==> config.mk <==
export PLATFORM = sky130hd
export DESIGN_NAME = nco_pwm_dac
export DESIGN_NICKNAME = d
export VERILOG_FILES = /design/src/rtl/nco_pwm_dac.sv
export SDC_FILE = /design/constraint.sdc
export NUM_CORES = 1
export LEC_CHECK = 0
export ABC_AREA = 1
export ABC_CLOCK_PERIOD_IN_PS = 1800
export CORE_ASPECT_RATIO = 1.75
export CORE_UTILIZATION = 57
export DETAILED_ROUTE_END_ITERATION = 8
export PLACE_DENSITY = 0.79
export SYNTH_ARGS = -nofsm -noshare
export SYNTH_HDL_FRONTEND = slang
export SYNTH_SLANG_ARGS = --single-unit
export TNS_END_PERCENT = 5
==> constraint.sdc <==
create_clock -name clk -period 1.8 [get_ports clk]
set_input_delay 0.18 -clock clk [delete_from_list [all_inputs] [get_ports clk]]
set_output_delay 0.18 -clock clk [all_outputs]
set_load 0.05 [all_outputs]
==> src/rtl/nco_pwm_dac.sv <==
// 1-bit DAC stage behind the NCO: a one-entry sample buffer feeding either a
// PWM comparator or a first-order sigma-delta modulator, one frame per 2^DATA_W cycles.
module nco_pwm_dac #(
   parameter int DATA_W = 8
) (
   input  logic              clk,
   input  logic              rst_n,
   input  logic              enable,
   input  logic [DATA_W-1:0] sampleIn,
   input  logic              sampleValid,
   output logic              sampleReady,
   input  logic [1:0]        modeIn,
   input  logic              clrUnderrun,
   output logic              dacOut,
   output logic              frameStart,
   output logic              underrun
);

   typedef enum logic [1:0] {
      MODE_OFF  = 2'b00,
      MODE_PWM  = 2'b01,
      MODE_SD   = 2'b10,
      MODE_RSVD = 2'b11
   } mode_t;

   localparam logic [DATA_W-1:0] CNT_MAX = '1;
   localparam logic [DATA_W-1:0] CNT_ONE = {{(DATA_W-1){1'b0}}, 1'b1};

   logic [DATA_W-1:0] cnt;
   logic [DATA_W-1:0] acc;
   logic [DATA_W-1:0] hold;
   logic [DATA_W-1:0] act;
   logic              hold_full;
   logic [1:0]        mode_prev;
   logic              dac_q;
   logic              frame_q;
   logic              underrun_q;

   mode_t             mode;
   logic              mode_chg;
   logic              run;
   logic              boundary;
   logic              accept;
   logic [DATA_W:0]   sum;

   assign mode        = mode_t'(modeIn);
   assign sampleReady = enable & ~hold_full;
   assign accept      = sampleValid & sampleReady;
   assign mode_chg    = enable && (modeIn != mode_prev);
   // a mode-change cycle only clears the datapath; it is never a live frame cycle
   assign run         = enable && !mode_chg && ((mode == MODE_PWM) || (mode == MODE_SD));
   assign boundary    = run && (cnt == CNT_MAX);
   assign sum         = {1'b0, acc} + {1'b0, act};

   assign dacOut     = dac_q;
   assign frameStart = frame_q;
   assign underrun   = underrun_q;

   always_ff @(posedge clk or negedge rst_n) begin
      if (!rst_n) begin
         cnt     <= '0;
         acc     <= '0;
         dac_q   <= 1'b0;
         frame_q <= 1'b0;
      end else if (!enable) begin
         frame_q <= 1'b0;
      end else if (!run) begin
         cnt     <= '0;
         acc     <= '0;
         dac_q   <= 1'b0;
         frame_q <= 1'b0;
      end else begin
         cnt     <= cnt + CNT_ONE;
         frame_q <= (cnt == '0);
         if (mode == MODE_PWM) begin
            dac_q <= (cnt < act);
         end else begin
            acc   <= sum[DATA_W-1:0];
            dac_q <= sum[DATA_W];
         end
      end
   end

   // accept and a loading boundary are exclusive: accept requires an empty hold
   always_ff @(posedge clk or negedge rst_n) begin
      if (!rst_n) begin
         hold      <= '0;
         hold_full <= 1'b0;
         act       <= '0;
      end else begin
         if (boundary && hold_full) begin
            act       <= hold;
            hold_full <= 1'b0;
         end
         if (accept) begin
            hold      <= sampleIn;
            hold_full <= 1'b1;
         end
      end
   end

   always_ff @(posedge clk or negedge rst_n) begin
      if (!rst_n) begin
         underrun_q <= 1'b0;
         mode_prev  <= 2'b00;
      end else if (enable) begin
         mode_prev <= modeIn;
         if (boundary && !hold_full) begin
            underrun_q <= 1'b1;
         end else if (clrUnderrun) begin
            underrun_q <= 1'b0;
         end
      end
   end

endmodule

==> run metrics <==
run status=finished, final reports clean; Setup crit start kind=flip-flop; commonest non-fill, non-tap cell in the layout=nand2_1; final setup margin=~88 ps; final worst path period share=around 95%; CP max stage cell=dfrtp_1; Layout area overhead=23.4%; hold_ws=468 ps; Num CTS Buffers=5; core area=~3600 um2; clock sinks=38; first-pass GRT wire length=7.96 mm; GR Overflow Total=0; die extent in y=about 84 um; gr usage total=between 20% and 30%; post-synthesis cell type count=28; gpl congestion=0.862; largest net degree at the start of global routing=39; port bufs=18; syn_nets=between 200 and 300; Synth Flop Type=dfrtp_1; diode count=0; total chip power=approximately 2200 uW; post-synthesis instance total=roughly 260; Gate power share=between 10 and 15%; Max Fclk=584 MHz; H-tree levels=2; final wirelength=4.70 mm; setup tns final=0 ps; critical path arrival=roughly 1900 ps; Int Power=approximately 1700 uW; Crit path top cell by count=nand2_1; IO Pins=19; vias in the first global route=1748; total number of vias=1841; CP Class=flip-flop to flip-flop; Final min period=~1700 ps; peak supply drop=0.992 mV; Starting DRT DRC Count=34; post-detail-place hpwl=3.44 mm; First-pass DRT Iterations=4; main area contributors after synthesis=dfrtp_1 44%, nand2_1 14%, ha_1 10%; critical-path cell list=ha_1, fa_1, nand3_1, nand2_1, nand2_1, nand3_1, nand2_1, o21ai_0; Hold Fails Final Rpt=0; site row count=29; WL/cell=roughly 14 um; Sw Ratio=approximately 22%; Hold Crit Class=input pin to asynchronous set/reset pin; Slowest Stage Delay on Critical Path=440 ps; Seq pwr share=between 40% and 50%; commonest non-fill, non-tap cells in the layout=80 x nand2_1, 38 x dfrtp_1, 33 x inv_1; Leak=~0.0014 uW; switching pwr=485 uW; layout cell share with drive strength beyond 1=between 10% and 20%; Slew headroom=around 67%; Ys Warns=0; wire length on met2=2.57 mm; clock share of power=approximately two fifths; CTS tree=done; Final Setup Violations=0; ys async rst share=100%; DRC viols=0; non-filler instance count after layout=approximately 340; Placed Cells=~330; Slew @ Worst Pin=about 490 ps; fin. max-slew vios=0; Fill cells=278; Power Density=slightly above 800 nW/um2; Avg Cell Area, Syn=between 8 and 9 um2; worst-skew pair later-pin latency=between 200 and 300 ps; crit end category=flip-flop; cell taking the most area after synthesis=dfrtp_1; Yosys reg bits=38; EDFF count, synth=0; Starting Density=between 60% and 70%; worst path required time=between 1500 and 2000 ps; post-synth top area share=between 40% and 50%; Worst Skew=about 7.2 ps; CTS max path bufs=2; initial antenna violation count=0; CP max FO=3; highest routed layer=met4; WP buf/inv=0; Root Buffer=clkbuf_8; Met1 Routed Length=1.87 mm; critical path's top delay family=adder cells; Die X=a little under 50 um; number of routed nets with antenna violations=0; CTS clk-pin slew, worst paths=80 ps; met3 routed wirelength=97 um; synthesized area=approximately 2200 um2; register area share after synthesis=around 44%; Max-Cap Viols=0; net count reported at finish=331; DP Worst Slack=-85.1 ps; die area=4090 um2; number of vias per cell=5.35; RSZ-0062 raised after global routing=false
-- per-stage QoR --
stage	area, um2	util (%)
finish	2690	74.2
global route	2690	74.2
detailed placement	2500	68.9
CTS	2650	73.1
floorplan	2180	-
global placement	2500	68.9
-- cell families after synthesis --
group	count (synthesis)	synth area share, %
and+or+nand+nor	125	25.0
buffers and inverters	39	7.06
DFF	38	43.6
AOI/OAI and AO/OA	29	7.40
adders and majority gates	19	11.2
muxes	8	4.13
xor gates and xnor gates	4	1.61
-- cell type report --
class | instances | area [um2] | share of cell area, %
multi-input combinational | 185 | 1100 | 40.9
sequential | 38 | 951 | 35.3
timing repair buffer | 32 | 309 | 11.5
inverter | 35 | 131 | 4.88
clock buffer | 6 | 82.6 | 3.07
clock inverter | 2 | 60.1 | 2.23
tap | 46 | 57.6 | 2.14
-- cell usage after synthesis (all sizes together) (2+ instances only) --
cell type	count
nand2	81
o21ai	13
nor2	12
nand3	16
dfrtp	38
xor2	3
o22ai	4
buf	2
inv	35
nand4	9
mux2	8
a21oi	9
nor3	5
ha	18
clkbuf	2
-- sequential cells by signal, indices dropped and copies added (netlist names) --
name	cells
dacOut	1
frameStart	1
mode_prev	2
act	8
hold_full	1
underrun	1
acc	8
cnt	8
hold	8
-- worst min-delay path, stage by stage --
cell and delay, ps:
dlygate4sd3_1 520, buf_2 90, buf_4 410
-- power groups by stage --
stage / combinational, uW / clock (uW) / sequential, uW
2_1_floorplan: 144 / 0 / 1000
3_3_place_gp: 256 / 0 / 1010
5_1_grt: 300 / 936 / 1010
4_1_cts: 266 / 911 / 997
3_5_place_dp: 263 / 0 / 1010
6_report: 271 / 894 / 999
-- worst paths after layout --
check	from	end	slack, ps	depth (start not counted)
min	rst_n	cnt[1]$_DFFE_PN0P_	470	3
max in group asynchronous	rst_n	acc[7]$_DFFE_PN0P_	990	3
min in group clk	acc[0]$_DFFE_PN0P_	acc[0]$_DFFE_PN0P_	480	2
min reg2reg	acc[0]$_DFFE_PN0P_	acc[0]$_DFFE_PN0P_	480	2
max reg2reg	act[0]$_DFFE_PN0P_	acc[6]$_DFFE_PN0P_	90	8
max	act[0]$_DFFE_PN0P_	acc[6]$_DFFE_PN0P_	90	8
-- metal layers --
layer / up-vias / GRT usage [%]
met5: - / 0
met1: 874 / 28.0
met2: 27 / 47.2
met3: 13 / 4.19
met4: 0 / 13.6
li1: 927 / -
-- repair_timing --
action	in CTS	in global routing
endpoints found under the hold margin	38	0
buffers inserted	0	2
hold buffers	1	0
resized for setup	0	5
setup endpoints to repair	0	9
(Power assumes the default switching activity.)
